--- src/rtl/wide_arith_pkg.sv ---
`default_nettype none
// ============================================================================
// Module : wide_arith_pkg
// Brief  : Shared types, defaults and helpers for the wide-arithmetic datapath.
// Rev    : 1.0 - initial release
// ============================================================================
package wide_arith_pkg;

    localparam int C_WIDE_WIDTH = 100;
    localparam int C_WIDE_CHUNK = 16;

    typedef enum logic [1:0] {
        WS_IDLE = 2'd0,
        WS_RUN  = 2'd1,
        WS_DONE = 2'd2
    } ws_state_t;

    function automatic int nchunk(input int width, input int chunk);
        return (width + chunk - 1) / chunk;
    endfunction

endpackage
`default_nettype wire

--- src/rtl/wide_sub_seq_if.sv ---
`default_nettype none
// ============================================================================
// Module : wide_sub_seq_if
// Brief  : Operand/result valid-ready bundle for wide_sub_seq.
//          The zero flag exists only when WIDE_SUB_FLAGS_EN is defined.
// Rev    : 1.0 - initial release
// ============================================================================
interface wide_sub_seq_if
    import wide_arith_pkg::*;
#(
    parameter int WIDTH = C_WIDE_WIDTH
);
    logic             in_valid;
    logic             in_ready;
    logic [WIDTH-1:0] x;
    logic [WIDTH-1:0] y;
    logic             out_valid;
    logic             out_ready;
    logic [WIDTH-1:0] diff;
    logic             borrow;
`ifdef WIDE_SUB_FLAGS_EN
    logic             zero;

    modport master (output in_valid, x, y, out_ready,
                    input  in_ready, out_valid, diff, borrow, zero);
    modport slave  (input  in_valid, x, y, out_ready,
                    output in_ready, out_valid, diff, borrow, zero);
`else
    modport master (output in_valid, x, y, out_ready,
                    input  in_ready, out_valid, diff, borrow);
    modport slave  (input  in_valid, x, y, out_ready,
                    output in_ready, out_valid, diff, borrow);
`endif
endinterface
`default_nettype wire

--- src/rtl/sub_chunk.sv ---
`default_nettype none
// ============================================================================
// Module : sub_chunk
// Brief  : Combinational CHUNK-bit subtract with borrow-in and borrow-out.
// Rev    : 1.0 - initial release
// ============================================================================
module sub_chunk
    import wide_arith_pkg::*;
#(
    parameter int CHUNK = C_WIDE_CHUNK
) (
    input  wire logic [CHUNK-1:0] i_a,
    input  wire logic [CHUNK-1:0] i_b,
    input  wire logic             i_bin,
    output logic      [CHUNK-1:0] o_d,
    output logic                  o_bout
);
    // The extra top bit of the widened difference is the borrow out.
    assign {o_bout, o_d} = {1'b0, i_a} - {1'b0, i_b} - {{CHUNK{1'b0}}, i_bin};
endmodule
`default_nettype wire

--- src/rtl/wide_sub_seq.sv ---
`default_nettype none
// ============================================================================
// Module : wide_sub_seq
// Brief  : Multi-cycle wide subtractor, CHUNK bits per cycle, registered borrow.
//          Optional zero flag enabled by WIDE_SUB_FLAGS_EN.
// Rev    : 1.0 - initial release
// ============================================================================
module wide_sub_seq
    import wide_arith_pkg::*;
#(
    parameter int WIDTH = C_WIDE_WIDTH,
    parameter int CHUNK = C_WIDE_CHUNK
) (
    input  wire logic     clk,
    input  wire logic     rst,
    wide_sub_seq_if.slave bus
);
    localparam int NCHUNK = nchunk(WIDTH, CHUNK);
    localparam int PADW   = NCHUNK * CHUNK;
    localparam int IDXW   = (NCHUNK > 1) ? $clog2(NCHUNK) : 1;
    localparam logic [IDXW-1:0] C_LAST_IDX = IDXW'(NCHUNK - 1);

    ws_state_t        r_state;
    ws_state_t        w_state_nxt;
    logic [IDXW-1:0]  r_idx;
    logic [PADW-1:0]  r_x;
    logic [PADW-1:0]  r_y;
    logic [WIDTH-1:0] r_diff;
    logic             r_borrow;
    logic [CHUNK-1:0] w_xc;
    logic [CHUNK-1:0] w_yc;
    logic [CHUNK-1:0] w_dc;
    logic             w_bout;
    logic             w_accept;
    logic             w_last;
    logic             w_in_ready;
    logic             w_out_valid;

    assign w_last   = (r_idx == C_LAST_IDX);
    assign w_accept = w_in_ready && bus.in_valid;

    always_ff @(posedge clk or posedge rst) begin
        if (rst) begin
            r_state <= WS_IDLE;
        end else begin
            r_state <= w_state_nxt;
        end
    end

    always_comb begin
        w_state_nxt = r_state;
        w_in_ready  = 1'b0;
        w_out_valid = 1'b0;
        case (r_state)
            WS_IDLE: begin
                w_in_ready = 1'b1;
                if (bus.in_valid) w_state_nxt = WS_RUN;
            end
            WS_RUN: begin
                if (w_last) w_state_nxt = WS_DONE;
            end
            WS_DONE: begin
                w_out_valid = 1'b1;
                if (bus.out_ready) w_state_nxt = WS_IDLE;
            end
            default: w_state_nxt = WS_IDLE;
        endcase
    end

    // Operands are zero-padded to whole chunks, so the last chunk's borrow
    // equals the borrow out of bit WIDTH-1.
    always_comb begin
        w_xc = '0;
        w_yc = '0;
        for (int i = 0; i < NCHUNK; i++) begin
            if (r_idx == IDXW'(i)) begin
                w_xc = r_x[i*CHUNK +: CHUNK];
                w_yc = r_y[i*CHUNK +: CHUNK];
            end
        end
    end

    sub_chunk #(
        .CHUNK (CHUNK)
    ) u_sub_chunk (
        .i_a    (w_xc),
        .i_b    (w_yc),
        .i_bin  (r_borrow),
        .o_d    (w_dc),
        .o_bout (w_bout)
    );

    always_ff @(posedge clk or posedge rst) begin
        if (rst) begin
            r_idx    <= '0;
            r_x      <= '0;
            r_y      <= '0;
            r_diff   <= '0;
            r_borrow <= 1'b0;
        end else if (w_accept) begin
            r_idx    <= '0;
            r_x      <= PADW'(bus.x);
            r_y      <= PADW'(bus.y);
            r_borrow <= 1'b0;
        end else if (r_state == WS_RUN) begin
            for (int i = 0; i < NCHUNK; i++) begin
                for (int j = 0; j < CHUNK; j++) begin
                    if ((r_idx == IDXW'(i)) && (i*CHUNK + j < WIDTH)) begin
                        r_diff[i*CHUNK + j] <= w_dc[j];
                    end
                end
            end
            r_borrow <= w_bout;
            r_idx    <= w_last ? '0 : r_idx + 1'b1;
        end
    end

`ifdef WIDE_SUB_FLAGS_EN
    logic r_zero;

    // Padding bits can only go nonzero on a final borrow, which already
    // implies a nonzero in-width result, so the whole chunk is tested.
    always_ff @(posedge clk or posedge rst) begin
        if (rst) begin
            r_zero <= 1'b0;
        end else if (w_accept) begin
            r_zero <= 1'b1;
        end else if (r_state == WS_RUN) begin
            r_zero <= r_zero && (w_dc == '0);
        end
    end

    assign bus.zero = r_zero;
`endif

    assign bus.in_ready  = w_in_ready;
    assign bus.out_valid = w_out_valid;
    assign bus.diff      = r_diff;
    assign bus.borrow    = r_borrow;

endmodule
`default_nettype wire

--- src/flat_wrapper.sv ---
// flat-port wrapper written by rule: the top's interface ports become plain ports
module wide_sub_seq_flat import wide_arith_pkg::*;
#(
    parameter int WIDTH = C_WIDE_WIDTH,
    parameter int CHUNK = C_WIDE_CHUNK
)
  (clk, rst, bus_in_valid, bus_x, bus_y, bus_out_ready, bus_in_ready, bus_out_valid, bus_diff, bus_borrow);
  wide_sub_seq_if #(.WIDTH(WIDTH)) bus_i ();
  input  wire logic clk;
  input  wire logic rst;
  input wire logic [$bits(bus_i.in_valid)-1:0] bus_in_valid;
  input wire logic [$bits(bus_i.x)-1:0] bus_x;
  input wire logic [$bits(bus_i.y)-1:0] bus_y;
  input wire logic [$bits(bus_i.out_ready)-1:0] bus_out_ready;
  output wire logic [$bits(bus_i.in_ready)-1:0] bus_in_ready;
  output wire logic [$bits(bus_i.out_valid)-1:0] bus_out_valid;
  output wire logic [$bits(bus_i.diff)-1:0] bus_diff;
  output wire logic [$bits(bus_i.borrow)-1:0] bus_borrow;
  assign bus_i.in_valid = bus_in_valid;
  assign bus_i.x = bus_x;
  assign bus_i.y = bus_y;
  assign bus_i.out_ready = bus_out_ready;
  assign bus_in_ready = bus_i.in_ready;
  assign bus_out_valid = bus_i.out_valid;
  assign bus_diff = bus_i.diff;
  assign bus_borrow = bus_i.borrow;
  wide_sub_seq #(.WIDTH(WIDTH), .CHUNK(CHUNK)) u_core (.clk(clk), .rst(rst), .bus(bus_i));
endmodule
--- config.mk ---
export PLATFORM = sky130hd
export DESIGN_NAME = wide_sub_seq_flat
export DESIGN_NICKNAME = d
export VERILOG_FILES = /design/src/rtl/wide_arith_pkg.sv /design/src/rtl/wide_sub_seq_if.sv /design/src/rtl/sub_chunk.sv /design/src/rtl/wide_sub_seq.sv /design/src/flat_wrapper.sv
export SDC_FILE = /design/constraint.sdc
export NUM_CORES = 1
export LEC_CHECK = 0
export ABC_AREA = 1
export BUFFER_PORTS_ARGS = -buffer_cell sky130_fd_sc_hd__buf_2
export CORE_ASPECT_RATIO = 0.7
export CORE_MARGIN = 3
export CORE_UTILIZATION = 48
export DETAILED_ROUTE_END_ITERATION = 12
export PLACE_DENSITY = 0.77
export RECOVER_POWER = 50
export SLEW_MARGIN = 20
export SYNTH_ARGS = -nofsm -noshare
export SYNTH_HDL_FRONTEND = slang
export SYNTH_SLANG_ARGS = --single-unit
export TNS_END_PERCENT = 5
--- constraint.sdc ---
create_clock -name clk -period 28.9 [get_ports clk]
set_clock_uncertainty 0.15 [all_clocks]
set_input_delay 5.78 -clock clk [delete_from_list [all_inputs] [get_ports clk]]
set_output_delay 5.78 -clock clk [all_outputs]
set_load 0.02 [all_outputs]
==> out/qor.yml, run 1 <==
routing:
  wl_met1_um: 20200
  vias: 12670
  met2_length_um: 19200
  ant_nets: 0
  drc: 0
  wl_per_cell_um: 18.4
  vias_per_cell: 5.40
  drt-initial-drc-count: 1365
  highest_layer: "met4"
  first_pass_iters: 5
  wirelength_um: 43200
  wl_met3_um: 3180
synth:
  syn_inst: 1696
  yosysSeqAreaShare_pct: 54.3
  synthTopCellsByArea: "dfrtp_1, nand2_1, o21ai_0"
  ys_ff_latch: 306
  avgSynthCellArea_um2: 8.32
  synth_fp_nets: 1931
  ys_warn_count: 0
  synth_compound_area_share_pct: 13.0
  syn_area_um2: 14100
  muxShareOfSynthArea_pct: 0
  synth_edf_count: 0
  dominantRegCellSynth: "dfrtp_1"
  async_flop_share_pct: 100
  netlist.area_leader.share_pct: 54.3
  synth_most_common_cell: "nand2_1"
  yosysTopAreaCell: "dfrtp_1"
  synth_common_cells: "nand2_1, dfrtp_1, o21ai_0, inv_1, clkbuf_1"
  synth_cell_types: 47
  synth-simple-area-share_pct: 23.5
  synth_xor_area_share_pct: 0.621
  synthAdderAreaFrac_pct: 2.86
  synth_top_family_by_area: "simple AND/OR/NAND/NOR gates"
setup_path:
  cp_num_cells: 3
  crit_start: "rst"
  path_buf_inv: 3
  worst_ep_required_time_ps: 28490
  worstSetupEndpoint: "u_core.bus.diff[85]"
  cp_top_family: "buffers and inverters"
  arrival_ps: 11050
  endpoint_kind: "async pin"
  slowest_delay_ps: 2920
  r2r_start: "u_core.r_idx[2]"
  slowest_stage: "clkbuf_1"
  rrSetupSlack_ps: 21290
  cp_max_fo: 83
  critPathKind: "in -> async"
  worstPathCellList: "buf_2 -> clkinvlp_2 -> clkbuf_1"
  r2r_cells: 19
  regToRegEndpoint: "u_core.bus.diff[10]"
  start_kind: "input pin"
cells_and_area:
  final_core_util_pct: 58.5
  fin_cells: 2345
  nets: 2186
  drive_gt1_share_pct: 15.3
  fillerInstances: 2626
  syn_to_final_growth_pct: 17.5
  design_area_um2: 16600
grt:
  antenna_found_initial: 1
  grt_max_degree: 153
  grt_pass1_wl_um: 67300
  grt_usage_pct: 27.0
  globalRoute.totalOverflow: 0
  grt_pass1_vias: 12151
job:
  drv_cap: 4
clocking:
  post_cts_buffers: 0
  cts_sinks: 306
  clk_pin_slew_worst_paths_ps: 60
  root_buffer: "clkbuf_16"
  cts_tree: "done"
  cts-htree-levels: 1
  ctsResizeCount: 0
  cts_hold_buf: 0
  insertion_delay_ps: 580
  cts_inserted_buffers: 29
  clock_path_buffers: 3
sta:
  max-slew-margin-rel_pct: -165
  rsz0062_at_grt: "no"
  finalSetupTns_ps: 0
  hold_violations: 0
  max_freq_mhz: 87.2
  worst_pin_slew_ps: 3980
  slew_violations: 275
  period_share_pct: 39.7
  setup_viol: 0
  layout_min_cycle_time_ps: 11460
run_status:
  violations: "capacitance limit, slew limit"
  status: "finished with violations"
floorplan:
  rows: 51
  io_pins: 307
  die_area_um2: 31500
  core_area_um2: 28300
  die_w_um: 211
  initial_core_util_pct: 49.8
  die_h_um: 149
place:
  dp_cells: 2291
  placed_area_um2: 15800
  port_buffers: 306
  dp_hpwl_um: 30500
  gp_congestion: 0.882
min_path:
  min_path_type: "reg -> reg"
-- layout by cell type (no fill, tap or decap), types with 3 or more instances in the layout --
cell / n
nor2_2: 5
inv_2: 6
o21bai_1: 3
o22ai_1: 8
o21ai_2: 8
a211oi_1: 3
ha_1: 29
nor2_4: 4
a21oi_1: 61
clkbuf_16: 29
nand3_1: 58
a32oi_1: 10
nand2_1: 716
nor2_1: 23
a31oi_1: 9
o211ai_1: 28
buf_2: 211
clkbuf_8: 5
inv_6: 3
buf_4: 4
clkinv_2: 7
or2_0: 3
clkbuf_1: 104
xor2_1: 6
o221ai_1: 9
inv_1: 107
dfrtp_1: 306
o21ai_0: 170
nand2_2: 7
nor3_1: 3
-- flip-flops by register name (all words and copies together), names as in the netlist --
name / cells
u_core.r_y: 100
u_core.bus.borrow: 1
u_core.r_idx: 3
u_core.bus.diff: 100
u_core.r_state: 2
u_core.r_x: 100
-- kinds of logic after synthesis --
group / after synthesis
fa+ha+maj: 31
simple gates: 826
compound gates: 318
flops: 306
buf+inv: 208
xor+xnor: 7
-- worst register-to-register path: stages (launching register included) --
cell,delay (ps)
dfrtp_1,380
clkinvlp_2,980
ha_1,950
clkinv_1,200
clkbuf_1,1400
o21ai_0,450
nand2_1,140
o21ai_0,110
nand2_1,110
a22oi_1,120
fa_1,390
inv_1,110
fa_1,200
nor2_1,90
o21bai_1,390
a21oi_1,180
o21bai_1,160
a21oi_1,90
xor2_1,620
o21ai_0,190
-- metrics by stage --
stage,setup slack (ps),hold WS [ps]
CTS,20680,328
global placement,20090,307
global route,16220,337
finish,17440,328
floorplan,14510,294
detailed placement,20080,311
-- layout make-up --
class                           instances  area, um^2  share of cell area (%)
Sequential cell                       306        7660                    46.2
Multi-Input combinational cell       1182        5590                    33.7
Timing Repair Buffer                  314        1470                    8.84
Clock buffer                           40         817                    4.93
Tap cell                              371         464                    2.80
Inverter                              118         453                    2.73
Clock inverter                         12         121                   0.732
Antenna cell                            2        5.00                  0.0302
-- worst min path at each step --
stage / slack [ps] / startpoint / cells past startpoint / endpoint
6_report: 330 / u_core.r_y[84] / 2 / u_core.r_y[84]
4_1_cts: 330 / u_core.r_y[91] / 2 / u_core.r_y[91]
2_1_floorplan: 290 / u_core.r_y[49] / 2 / u_core.r_y[49]
3_5_place_dp: 310 / u_core.r_y[91] / 2 / u_core.r_y[91]
3_3_place_gp: 310 / u_core.r_x[63] / 2 / u_core.r_x[63]
5_1_grt: 340 / u_core.r_y[94] / 2 / u_core.r_y[94]
-- layer usage --
layer	track usage [%]	up-vias
met1	42.3	6158
met4	4.48	0
met3	3.81	52
li1	-	5976
met2	40.9	484
met5	0	-
Power of run 1 is not shown: default switching activity piles up to over one toggle a cycle in this logic, so the estimate is an artifact.
==> run 2: changes to the inputs <==
Settings changed: PLACE_DENSITY 0.77 to 0.8.
Clock period 28.9 ns to 9.4 ns, I/O delays scaled along.
==> run 2 against run 1 <==
  * The flow still finishes with violations (capacitance limit, slew limit)
  * Clock-buffer cell count increased by 2
  * Die area stayed put
  * Largest cell class unchanged
  * Routed wire length increased by 3.3%
==> out/qor.yml, run 2 (synthesis gave the netlist of run 1 again) <==
sta:
  layout_min_cycle_time_ps: 5970
  hold_violations: 0
  rsz0062_at_grt: "no"
  max_freq_mhz: 167
  worst_pin_slew_ps: 4540
  finalSetupTns_ps: 0
  setup_viol: 0
  slew_violations: 80
  max-slew-margin-rel_pct: -203
  fin_ws_ps: 3430
  period_share_pct: 63.5
clocking:
  post_cts_buffers: 0
  root_buffer: "clkbuf_16"
  cts-htree-levels: 1
  ctsResizeCount: 0
  clock_path_buffers: 3
  cts_inserted_buffers: 30
  clk_pin_slew_worst_paths_ps: 60
  cts_sinks: 306
  insertion_delay_ps: 570
  cts_tree: "done"
  cts_hold_buf: 0
setup_path:
  r2r_cells: 19
  path_buf_inv: 4
  cp_max_fo: 80
  worstPathCellList: "clkbuf_1 -> clkinvlp_4 -> clkbuf_1 -> buf_4"
  cp_top_family: "buffers and inverters"
  worst_ep_required_time_ps: 9820
  cp_num_cells: 4
  crit_top_cell: "clkbuf_1"
  critPathKind: "in -> async"
  endpoint_kind: "async pin"
  start_kind: "input pin"
  slowest_stage: "clkbuf_1"
  slowest_delay_ps: 3140
  arrival_ps: 6390
place:
  dp_cells: 2290
  gp_congestion: 0.918
  dp_hpwl_um: 32100
  port_buffers: 306
  pre_cts_ws_ps: 4580
  placed_area_um2: 15800
cells_and_area:
  nets: 2186
  syn_to_final_growth_pct: 19.1
  drive_gt1_share_pct: 16.2
  layout_common_cells: "nand2_1, dfrtp_1, buf_2"
  final_common_cell: "nand2_1"
  design_area_um2: 16800
  fillerInstances: 2565
  fin_cells: 2347
routing:
  vias_per_cell: 5.43
  ant_nets: 0
  drc: 0
  drt-initial-drc-count: 1296
  vias: 12744
  wl_per_cell_um: 19.0
  wirelength_um: 44600
  first_pass_iters: 6
floorplan:
  rows: 51
  io_pins: 307
  die_area_um2: 31500
  die_w_um: 211
  core_area_um2: 28300
  initial_core_util_pct: 49.8
  die_h_um: 149
grt:
  grt_pass1_vias: 12219
  grt_usage_pct: 27.9
  grt_pass1_wl_um: 68400
  globalRoute.totalOverflow: 0
  grt_max_degree: 161
  antenna_found_initial: 2
min_path:
  min_path_type: "reg -> reg"
  whs_path_depth: 2
job:
  drv_cap: 1
run_status:
  status: "finished with violations"
  violations: "capacitance limit, slew limit"
==> run 2: worst register-to-register path, stage by stage, from the launching register on <==
cell and delay (ps):
dfrtp_1 410, inv_4 290, ha_1 720, clkinv_1 150, buf_4 300, o21ai_0 220, nand2_1 100, o21ai_0 110
nand2_1 80, a22oi_1 200, fa_1 200, inv_1 70, fa_1 400, nor2_1 190, o21bai_1 190, a21oi_1 280
o21bai_1 120, a21oi_1 180, xor2_1 350, o21ai_0 150
==> run 2: path summary, 6_finish.rpt <==
| path | startpoint | end | slack, ps |
|---|---|---|---|
| min in group asynchronous | rst | u_core.r_x[31] | 2940 |
| max in group clk | u_core.r_idx[2] | u_core.bus.diff[10] | 4410 |
| worst min-delay path | u_core.r_y[87] | u_core.r_y[87] | 320 |
| worst max register to register | u_core.r_idx[2] | u_core.bus.diff[10] | 4410 |
| worst max-delay path | rst | u_core.bus.diff[32] | 3430 |
| worst min register to register | u_core.r_y[87] | u_core.r_y[87] | 320 |
==> run 2: area by class of cell <==
cell class / count / area (um^2) / share of cell area, %
Antenna cell: 1 / 2.50 / 0.0149
Clock buffer: 42 / 897 / 5.34
Clock inverter: 14 / 203 / 1.21
Inverter: 118 / 457 / 2.72
Multi-Input combinational cell: 1182 / 5630 / 33.5
Sequential cell: 306 / 7660 / 45.6
Tap cell: 371 / 464 / 2.76
Timing Repair Buffer: 313 / 1480 / 8.81
==> run 2: routing by layer <==
metal	up-vias	track usage (%)	share of wire (%)
met1	6122	42.8	46
met3	63	6.04	9.6
li1	5968	-	-
met5	-	0	0.045
met4	2	5.79	2.0
met2	589	41.0	43
==> run 2: per-stage QoR <==
step | hold slack, ps | util [%]
2_1_floorplan | 294 | -
3_3_place_gp | 308 | 55.8
3_5_place_dp | 311 | 55.8
4_1_cts | 328 | 59.7
5_1_grt | 345 | 59.3
6_report | 325 | 59.3
Power of run 2 is left out for the same reason.
==> run 3: changes to the inputs <==
Clock period 9.4 ns to 5 ns, I/O delays scaled along.
==> run 3 against run 2 <==
  * Register-to-register slack got worse by 3800 ps
  * The run still ends with capacitance limit, slew limit left
  * Sequential share of layout area fell by 0.23 points
  * First-iteration DRC count fell by 13%
  * Worst setup slack got worse by 2900 ps
  * Sequential cell count did not move
==> out/qor.yml, run 3 (synthesis gave the netlist of run 1 again) <==
run_status:
  status: "finished with violations"
  violations: "capacitance limit, slew limit"
setup_path:
  slowest_delay_ps: 420
  worstPathCellList: "inv_4 -> ha_2 -> clkinv_1 -> buf_4 -> o21ai_0 -> nand2_1 -> o21ai_0 -> nand2_1 -> a22oi_1 -> fa_1 -> inv_1 -> fa_1 -> nor2_1 -> o21bai_1 -> a21oi_1 -> o21bai_1 -> a21oi_1 -> xor2_1 -> o21ai_0"
  arrival_ps: 4690
  worst_ep_required_time_ps: 5260
  crit_top_cell: "o21ai_0"
  start_kind: "flip-flop"
  cp_max_fo: 25
  slowest_stage: "dfrtp_1"
  endpoint_kind: "flip-flop"
  critPathKind: "reg -> reg"
grt:
  grt_max_degree: 148
  antenna_found_initial: 4
  grt_pass1_vias: 12343
  grt_pass1_wl_um: 68700
  globalRoute.totalOverflow: 0
  grt_usage_pct: 27.9
clocking:
  cts_hold_buf: 0
  cts_sinks: 306
  cts_tree: "done"
  cts-htree-levels: 1
  clk_pin_slew_worst_paths_ps: 60
  post_cts_buffers: 0
  clock_path_buffers: 3
  ctsResizeCount: 0
  insertion_delay_ps: 580
  root_buffer: "clkbuf_16"
  cts_inserted_buffers: 30
routing:
  vias: 12643
  wirelength_um: 44000
  wl_per_cell_um: 18.7
  drc: 0
  first_pass_iters: 6
  ant_nets: 0
  vias_per_cell: 5.36
  drt-initial-drc-count: 1124
floorplan:
  initial_core_util_pct: 49.8
  die_w_um: 211
  io_pins: 307
  core_area_um2: 28300
  die_area_um2: 31500
  rows: 51
  die_h_um: 149
sta:
  setup_viol: 0
  max-slew-margin-rel_pct: -141
  rsz0062_at_grt: "no"
  worst_pin_slew_ps: 3620
  max_freq_mhz: 226
  layout_min_cycle_time_ps: 4430
  finalSetupTns_ps: 0
  period_share_pct: 88.6
  hold_violations: 0
  slew_violations: 270
cells_and_area:
  drive_gt1_share_pct: 19.0
  final_common_cell: "nand2_1"
  syn_to_final_growth_pct: 19.7
  design_area_um2: 16900
  nets: 2197
  layout_common_cells: "nand2_1, dfrtp_1, buf_2"
job:
  drv_cap: 3
place:
  port_buffers: 306
  dp_hpwl_um: 32100
  placed_area_um2: 15900
  gp_congestion: 0.923
min_path:
  min_path_type: "reg -> reg"
## run 3: cell count changes in the layout (fill, tap and decap cells not counted), sizes merged
cell	delta
buf	+50
clkbuf	-37
inv	+2
clkinv	-5
clkinvlp	+2
bufinv	-2
## run 3: worst max-delay path, delay by kind of cell (launching register included)
family / cells / cell delay, ps
simple gates: 3 / 360
buf+inv: 4 / 690
compound gates: 8 / 1260
flops: 1 / 420
xor+xnor: 1 / 380
fa+ha+maj: 3 / 990
## run 3: routing by layer
layer  GRT usage (%)  vias to the layer above  routed length (um)
met5               0                        -                  37
met4            7.16                        6                1260
met3            6.41                       83                3600
met2            41.2                      489               18900
met1            42.0                     6067               20300
li1                -                     5998                   -
## run 3: area by class of cell
| type | instances | area, um^2 |
|---|---|---|
| Inverter | 118 | 454 |
| Tap cell | 371 | 464 |
| Timing Repair Buffer | 324 | 1590 |
| Clock inverter | 11 | 156 |
| Clock buffer | 44 | 913 |
| Fill cell | 2567 | 11400 |
| Sequential cell | 306 | 7660 |
| Antenna cell | 1 | 2.50 |
| Multi-Input combinational cell | 1182 | 5640 |
## run 3: per-stage QoR
step / setup WS (ps) / hold WS, ps / instances / util (%)
finish: 572 / 328 / 2357 / 59.6
global placement: 671 / 306 / 2301 / 56.1
CTS: 507 / 329 / 2356 / 59.9
floorplan: -221 / 294 / 1696 / -
global route: 84.5 / 342 / 2357 / 59.6
detailed placement: 558 / 311 / 2301 / 56.1
## run 3: worst paths after layout
path                                  from                   to  slack [ps]  depth (start not counted)
min in group asynchronous              rst       u_core.r_x[15]         960                          3
max                        u_core.r_idx[2]  u_core.bus.diff[90]         570                         19
min                         u_core.r_y[67]       u_core.r_y[67]         330                          2
min reg2reg                 u_core.r_y[67]       u_core.r_y[67]         330                          2
max in group asynchronous              rst       u_core.r_x[81]         890                          3
max reg2reg                u_core.r_idx[2]  u_core.bus.diff[90]         570                         19
Power of run 3 is left out for the same reason.
